`config.mk`:
```
export PLATFORM = sky130hd
export DESIGN_NAME = excitation_sequencer
export DESIGN_NICKNAME = d
export VERILOG_FILES = /design/src/rtl/excitation_pkg.sv /design/src/rtl/sample_tick_gen.sv /design/src/rtl/excitation_sequencer.sv
export SDC_FILE = /design/constraint.sdc
export NUM_CORES = 1
export LEC_CHECK = 0
export CORE_MARGIN = 2
export CORE_UTILIZATION = 45
export CTS_BUF_LIST = sky130_fd_sc_hd__clkbuf_2
export DETAILED_ROUTE_END_ITERATION = 8
export DONT_BUFFER_PORTS = 1
export PLACE_DENSITY = 0.59
export SLEW_MARGIN = 20
export SYNTH_ARGS = -nofsm -noshare
export SYNTH_HDL_FRONTEND = slang
export SYNTH_SLANG_ARGS = --single-unit
```
`constraint.sdc`:
```
create_clock -name clk -period 4.55 [get_ports clk]
set_clock_uncertainty 0.05 [all_clocks]
set_input_delay 0.455 -clock clk [delete_from_list [all_inputs] [get_ports clk]]
set_output_delay 0.455 -clock clk [all_outputs]
set_load 0.02 [all_outputs]
```
`src/rtl/excitation_pkg.sv`:
```
// Shared types and default widths for the resolver excitation sequencer.
package excitation_pkg;

   typedef enum logic [1:0] {
      IDLE      = 2'd0,
      RAMP_UP   = 2'd1,
      RUN       = 2'd2,
      RAMP_DOWN = 2'd3
   } exc_state_t;

   localparam int PHASE_W_DEF   = 16;
   localparam int ADDR_W_DEF    = 10;
   localparam int AMP_W_DEF     = 14;
   localparam int RAMP_STEP_DEF = 64;
   localparam int CLK_DIV_DEF   = 1;

endpackage

```
`src/rtl/sample_tick_gen.sv`:
```
// Free-running prescaler: one-clock tick every CLK_DIV clocks (every clock when CLK_DIV = 1).
module sample_tick_gen #(
   parameter int CLK_DIV = 1
) (
   input  logic clk,
   input  logic reset,
   output logic tick
);

   localparam int CNT_W = (CLK_DIV > 1) ? $clog2(CLK_DIV) : 1;
   localparam logic [CNT_W-1:0] LAST = CNT_W'(CLK_DIV - 1);

   logic [CNT_W-1:0] count;

   assign tick = (count == LAST);

   always_ff @(posedge clk or negedge reset) begin
      if (!reset) begin
         count <= '0;
      end else if (tick) begin
         count <= '0;
      end else begin
         count <= count + 1'b1;
      end
   end

endmodule

```
`src/rtl/excitation_sequencer.sv`:
```
// Resolver excitation sequencer: DDS phase accumulator with a ramped amplitude envelope.
// FTW retunes are deferred to the phase wrap so the excitation phase never jumps.
module excitation_sequencer
   import excitation_pkg::*;
#(
   parameter int PHASE_W   = PHASE_W_DEF,
   parameter int ADDR_W    = ADDR_W_DEF,
   parameter int AMP_W     = AMP_W_DEF,
   parameter int RAMP_STEP = RAMP_STEP_DEF,
   parameter int CLK_DIV   = CLK_DIV_DEF
) (
   input  logic               clk,
   input  logic               reset,
   input  logic               enable_i,
   input  logic [AMP_W-1:0]   amp_target_i,
   input  logic [PHASE_W-1:0] ftw_i,
   input  logic               ftw_load_i,
   output logic [ADDR_W-1:0]  lut_addr_o,
   output logic [AMP_W-1:0]   amp_o,
   output logic               sample_valid_o,
   output logic               wrap_o,
   output logic               busy_o,
   output logic               ftw_pending_o,
   output logic [1:0]         state_dbg_o
);

   exc_state_t         state, state_nxt;
   logic               tick, tick_d, carry_q, apply_ftw;
   logic [AMP_W-1:0]   amp, amp_nxt, target;
   logic [PHASE_W-1:0] phase_acc, ftw_active, ftw_pend;
   logic [PHASE_W:0]   phase_sum;
   logic [AMP_W:0]     amp_up, amp_dn;

   sample_tick_gen #(.CLK_DIV(CLK_DIV)) u_tick (
      .clk   (clk),
      .reset (reset),
      .tick  (tick)
   );

   // Ramp arithmetic carries one extra bit so saturation can be detected instead of wrapping.
   assign phase_sum = {1'b0, phase_acc} + {1'b0, ftw_active};
   assign amp_up    = {1'b0, amp} + (AMP_W+1)'(RAMP_STEP);
   assign amp_dn    = {1'b0, amp} - (AMP_W+1)'(RAMP_STEP);
   assign apply_ftw = ftw_pending_o && ((state == IDLE) || (tick && phase_sum[PHASE_W]));

   assign busy_o      = (state != IDLE);
   assign state_dbg_o = state;

   always_ff @(posedge clk or negedge reset) begin
      if (!reset) begin
         state <= IDLE;
      end else begin
         state <= state_nxt;
      end
   end

   // Outside IDLE the direction follows enable_i at each tick, so a reversal starts from the current amp.
   always_comb begin
      state_nxt = state;
      amp_nxt   = amp;
      if (tick) begin
         case (state)
            IDLE: begin
               if (enable_i) begin
                  state_nxt = RAMP_UP;
               end
            end
            default: begin
               if (enable_i) begin
                  amp_nxt   = (amp_up > {1'b0, target}) ? target : amp_up[AMP_W-1:0];
                  state_nxt = (amp_nxt == target) ? RUN : RAMP_UP;
               end else begin
                  amp_nxt   = amp_dn[AMP_W] ? '0 : amp_dn[AMP_W-1:0];
                  state_nxt = (amp_nxt == '0) ? IDLE : RAMP_DOWN;
               end
            end
         endcase
      end
   end

   always_ff @(posedge clk or negedge reset) begin
      if (!reset) begin
         amp            <= '0;
         target         <= '0;
         phase_acc      <= '0;
         ftw_active     <= '0;
         ftw_pend       <= '0;
         ftw_pending_o  <= 1'b0;
         tick_d         <= 1'b0;
         carry_q        <= 1'b0;
         lut_addr_o     <= '0;
         amp_o          <= '0;
         sample_valid_o <= 1'b0;
         wrap_o         <= 1'b0;
      end else begin
         amp    <= amp_nxt;
         tick_d <= tick && (state != IDLE);
         if ((state == IDLE) && tick && enable_i) begin
            target <= amp_target_i;
         end
         if (tick && (state != IDLE)) begin
            carry_q   <= phase_sum[PHASE_W];
            phase_acc <= (state_nxt == IDLE) ? '0 : phase_sum[PHASE_W-1:0];
         end

         // A load coinciding with an apply keeps the new word pending.
         if (apply_ftw) begin
            ftw_active <= ftw_pend;
         end
         if (ftw_load_i) begin
            ftw_pend      <= ftw_i;
            ftw_pending_o <= 1'b1;
         end else if (apply_ftw) begin
            ftw_pending_o <= 1'b0;
         end

         sample_valid_o <= tick_d;
         wrap_o         <= tick_d && carry_q;
         if (tick_d) begin
            lut_addr_o <= phase_acc[PHASE_W-1 -: ADDR_W];
            amp_o      <= amp;
         end
      end
   end

endmodule
```
# Word-level counts from Yosys, hierarchy flattened
# Index checks and enable logic that the tools add are counted.
# totals
romBits	0
inputBits	34
out_inout_bits	30
latchBits	0
wordCells	48
memories	0
register_bits	108
ramBits	0
# classes
mul	0
n_eq_ne	1
n_mux	13
addsub	4
div	0
n_shift	0
n_reduce_logical	13
n_lt_le_gt_ge	1
n_bitwise	2
# ops
cell	count
14-bit 2-to-1 mux	3
16-bit by 16-bit adder with 17-bit output	1
16-bit 2-to-1 mux	1
14-bit by 7-bit adder with 15-bit output (second input constant)	1
15-bit by 14-bit > comparator with 1-bit output	1
14-bit by 7-bit subtractor with 15-bit output (second input constant)	1
14-bit equality test	1
14-bit logical NOT	1
2-bit 2-to-1 mux	6
1-bit logical AND	6
2-bit logical NOT	2
2-bit nonzero test	2
1-bit 2-to-1 mux	3
1-bit NOT	2
2-bit AND reduction	1
1-bit adder (second input constant)	1
1-bit logical OR	1

# Logic depth before layout (Yosys ltp)
# logic_depth
depth_word	10
mapped_depth	12
depth_no_buf	11

# Hierarchy
# A second synthesis with hierarchy kept.
# unflattened
cells_unflattened	528
hier_area_um2	5898.2
# by_module_without_submodules
mod	seq_area_each_um2	area_per_inst_um2	cells_each	n_inst
excitation_sequencer	2677.6	5886.9	526	1
sample_tick_gen	0.0	11.3	2	1

# Worst setup path after synthesis
# No wires, ideal clock.
# synth_timing
kind	reg-to-reg
start	register amp[6]
end	register amp[1]
setup_ns	0.126
arrival_time_ns	2.920
synth_period_minus_slack_ns	3.096
setup_slack_ns	1.454
required_time_ns	4.374
stages_incl_launch_ff	13
path_buffers	2
cell_sequence	dfrtp_1 -> clkbuf_1 -> inv_1 -> nor4_1 -> xor2_1 -> ha_1 -> nand3_1 -> a211o_1 -> a31oi_1 -> a311o_1 -> buf_1 -> nor2_1 -> a221o_1
# synth_between
elab_chain_len	4
word_cells_on_any_way	6
classes_between	add/sub (2); order compare (1); mux (3)
# synth_lines
item	line_no	source
start: declaration	excitation_sequencer.sv:29	logic [AMP_W-1:0] amp, amp_nxt, target;
start signal: assignment	excitation_sequencer.sv:96	amp <= amp_nxt;
14-bit by 7-bit adder with 15-bit output	excitation_sequencer.sv:42	assign amp_up = {1'b0, amp} + (AMP_W+1)'(RAMP_STEP);
15-bit by 14-bit > comparator with 1-bit output	excitation_sequencer.sv:70	amp_nxt = (amp_up > {1'b0, target}) ? target : amp_up[AMP_W-1:0];
14-bit 2-to-1 mux	excitation_sequencer.sv:70	
14-bit 2-to-1 mux *	excitation_sequencer.sv:69	if (enable_i) begin
# Mark *: on every way between the ends. The rest lies on a longest branch, timed or not.
# A chain may end at the register's enable or synchronous reset.

# Final worst setup path
# layout_timing
start	register amp[6]
end	register amp[0]
# Same word-level chain as after synthesis.

==> impl_results.md <==
* Worst Max-Slew Pin Slew at 0.8971 ns
* Number of cell rows at 42
* Post-route minimum period at 3.822 ns
* Combined area of all synthesized cells at 0.006000 mm^2
* Number of enable-type register cells in the synthesized netlist at 0
* Max VDD drop at 0.2905 mV
* Worst Hold Class: input pin to flop
* GR Overflow Total at 0
* Fmax at 261.6 MHz
* Count of cells resized by post-cts repair at 0
* Filler cells at 1195
* Unrepaired setup endpoints after global routing: false
* Number of buffers inserted during clock tree synthesis at 9
* Overall track demand over capacity in global routing at 20.28%
* Sum of internal, switching and leakage power at 5.627 mW
* Headroom to the max-slew limit at 39.99%
* Chip Height at 119.5 um
* Source of the critical timing path: amp[6]
* Placer Congestion at 0.8988
* First-pass DRT Iterations at 6
* Number of library cell types mapped by synthesis at 72
* Clock tree from TritonCTS: done
* Static Leakage at 2.824 nW
* Total buffers and inverters traversed by the critical path at 1
* Proportion of layout cells with a drive suffix above 1 at 17.20%
* Cell count after synthesis at 570
* Post-synth top flop: sky130_fd_sc_hd__dfrtp_1
* PD cells at 849.8 mW/mm^2
* Synth top area cells: sky130_fd_sc_hd__dfrtp_1 45%, sky130_fd_sc_hd__mux2_2 10%, sky130_fd_sc_hd__ha_1 6.7%, sky130_fd_sc_hd__o21ai_0 3.2%, sky130_fd_sc_hd__nand2_1 3.1%
* Top cell type's share of synthesized area at 44.63%
* Critical path class: flop to flop
* Critical path peak fanout at 12
* Fin nets at 655
* Post-placement cell count at 719
* Number of remaining DRC errors at 0
* Area of the core at 0.01314 mm^2
* Cell taking the most area after synthesis: sky130_fd_sc_hd__dfrtp_1
* Max-capacitance violation count at 0
* Reg power frac at 35.2%
* Critical path's top delay family: compound AO/OA/AOI/OAI gates
* Post-detailed-placement cell area at 0.006118 mm^2
* Post-synthesis to final-layout area growth at 10.36%
* Placed wire-length estimate after detailed placement at 9.144 mm
* Sequential-to-total area share from yosys stat at 44.63%
* Post-Route Utilization at 50.40%
* Total count of hold-check failures in the final report at 0
* Worst Hold Margin at 0.07034 ns
* Later-pin clock latency in the skew report at 0.65 ns
* Combinational share of power at 55.5%
* Clock edge transition at the registers on the reported setup and hold paths at 0.28 ns
* Number of clock sinks seen by CTS at 107
* Result of the run: finished, final reports clean
* Vias at 4396
* Die width at 119.5 um
* Pin count of the biggest net entering global routing at 108
* Global-route wire length before repair at 22.72 mm
* Final ANT Viol Nets at 0
* Synthesized Nets at 637
* Required time of the critical path at 5.05 ns
* Critical path, cell by cell: ha_1 -> and3_1 -> nand3_1 -> xnor2_1 -> ha_1 -> nand3_1 -> nor4_1 -> a31oi_1 -> a311o_1 -> buf_4 -> o311ai_0
* Max-slew violations at 0
* Setup crit end kind: flop
* Post-Route Setup TNS at 0 ns
* Total Die Area at 0.01427 mm^2
* Starting density of the core at 45.67%
* #FFs+latches synth at 107
* Area of all placed cells without fillers at 0.006621 mm^2
* Number of vias per cell at 5.709
* Number of buffers inserted by hold repair at cts at 34
* Overall routed net length at 13.68 mm
* Number of buffers inserted to repair setup after CTS at 0
* Net load switching power at 2.589 mW
* PortBufs at 0
* Worst slack, placed at 0.8167 ns
* Mean cell area of the mapped netlist at 10.53 um^2
* Vias in the first global route at 4328
* Buffer type at the clock tree root: sky130_fd_sc_hd__clkbuf_2
* Reg-to-Reg Start: amp[6]
* Initial antenna violation count at 1
* Final setup violation count at 0
* Internal at 3.038 mW
* Detail-routed net length per standard cell at 17.76 um
* Net Sw Frac at 46.01%
* Number of warnings printed during yosys synthesis at 0
* Tcrit/Tclk final at 84.00%
* Slowest Stage Delay on Critical Path at 0.65 ns
* Worst setup SP type: flop
* Max stage delay cell, worst path: sky130_fd_sc_hd__dfrtp_1
* Number of standard cells in the final layout excluding fillers at 770
* Top-level port count at 64
* Crit path arrival time at 4.32 ns
* Worst setup margin at 0.7278 ns
* Worst hold path startpoint: enable_i
* H-tree level count at 3
* Share of flip-flops with an asynchronous set or reset at 100.0%
* Clock Path Buffers at 2
* DR iter-0 viols at 230
* Clock Power Share at 9.4%
[path summary, 6_finish.rpt]
| check | to | slack, ns | depth (start not counted) |
|---|---|---|---|
| max | amp[0] | 0.73 | 11 |
| min | amp[12] | 0.07 | 2 |
| max reg2reg | amp[0] | 0.73 | 11 |
| min reg2reg | ftw_active[6] | 0.48 | 1 |
| max in group asynchronous | ftw_active[13] | 3.73 | 2 |
| min in group asynchronous | amp_o[2] | 0.27 | 2 |
[final cells by class]
type	count	area [um^2]	share of cell area (%)
well taps	176	220.2	3.326
multi-input cells	405	3082	46.54
clock inverters	7	97.59	1.474
repair buffers	40	402.9	6.085
inverters	25	93.84	1.417
diodes	1	2.502	0.03779
flip-flops and latches	107	2678	40.44
clock buffers	9	45.04	0.6803
[per-layer routing]
metal | GRT usage (%) | vias up | wire (um)
met1 | 28.96 | 2159 | 6662
met5 | 0 | - | 0
met3 | 4.215 | 20 | 658
li1 | - | 2110 | -
met4 | 8.309 | 0 | 333
met2 | 30.04 | 107 | 6021
[cells in the final DEF (no fill, tap or decap), drive strengths merged, types with 2 or more instances in the layout]
cell         synthesis  layout
a21o                 7       7
mux2                57      57
bufinv               0       2
nand4                9       9
nor3                14      14
a21oi               21      21
and3                 4       4
nand3               13      13
clkinv               1       4
o41ai                2       2
nand2b               3       3
nand2               49      49
o211ai               2       2
a311oi               2       2
o21a                 3       3
buf                  9       7
dlygate4sd3          0      33
a221o                6       6
or2                  5       5
nor4b                2       2
o21ai               41      41
a2111oi              2       2
a211oi               7       7
inv                 24      26
mux2i                7       7
nor4                 7       7
clkbuf              24       9
o21bai               2       2
o31ai               13      13
o311ai               2       2
xor2                10      10
a31oi                4       4
nor2                31      31
ha                  32      32
xnor2               21      21
dfrtp              107     107
or4                  2       2
[worst reg2reg max path, delay by kind of cell, from the launching register on]
family,cells,cell delay (ns)
buffers and inverters,1,0.28
AOI/OAI and AO/OA,3,0.96
DFF,1,0.65
adders and majority gates,2,0.65
xor gates and xnor gates,1,0.21
and+or+nand+nor,4,0.94
[power by group through the flow]
stage / Combinational (mW) / Clock (mW) / Sequential (mW)
final: 3.12 / 0.528 / 1.98
after global placement: 2.98 / 0 / 1.99
after detailed placement: 3.06 / 0 / 2.01
after floorplan: 2.61 / 0 / 1.79
after CTS: 3.12 / 0.547 / 1.98
after global routing: 3.50 / 0.583 / 2.05
[Yosys cell counts, types with 3 or more instances]
master                       n
sky130_fd_sc_hd__o21a_1      3
sky130_fd_sc_hd__xnor2_1    21
sky130_fd_sc_hd__buf_2       3
sky130_fd_sc_hd__and3_1      4
sky130_fd_sc_hd__or2_2       5
sky130_fd_sc_hd__a211oi_1    6
sky130_fd_sc_hd__clkbuf_1   24
sky130_fd_sc_hd__nand3_1    12
sky130_fd_sc_hd__a221o_1     6
sky130_fd_sc_hd__o31ai_2     7
sky130_fd_sc_hd__nor4_1      7
sky130_fd_sc_hd__a21o_1      7
sky130_fd_sc_hd__nand2_1    49
sky130_fd_sc_hd__xor2_1     10
sky130_fd_sc_hd__inv_1      23
sky130_fd_sc_hd__nand2b_1    3
sky130_fd_sc_hd__buf_1       3
sky130_fd_sc_hd__a21oi_1    21
sky130_fd_sc_hd__nor3_1     14
sky130_fd_sc_hd__nor2_1     30
sky130_fd_sc_hd__mux2i_1     7
sky130_fd_sc_hd__ha_1       32
sky130_fd_sc_hd__mux2_2     55
sky130_fd_sc_hd__o31ai_1     6
sky130_fd_sc_hd__nand4_1     9
sky130_fd_sc_hd__dfrtp_1   107
sky130_fd_sc_hd__a31oi_1     4
sky130_fd_sc_hd__o21ai_0    38
[cell families after synthesis]
kind of cell | Yosys count | share of synthesized area [%]
compound gates | 131 | 15.85
buf+inv | 58 | 4.129
mux | 64 | 11.87
xor+xnor | 31 | 4.526
flops | 107 | 44.63
simple gates | 146 | 11.99
fa+ha+maj | 33 | 7.007
[sequential cells by signal, indices dropped and copies added, names as in the netlist]
signal	cells
amp	14
amp_o	14
carry_q	1
ftw_active	16
ftw_pend	16
ftw_pending_o	1
lut_addr_o	10
phase_acc	16
sample_valid_o	1
state_dbg_o	2
target	14
tick_d	1
wrap_o	1
No activity file was read; power rests on OpenSTA's default activity.
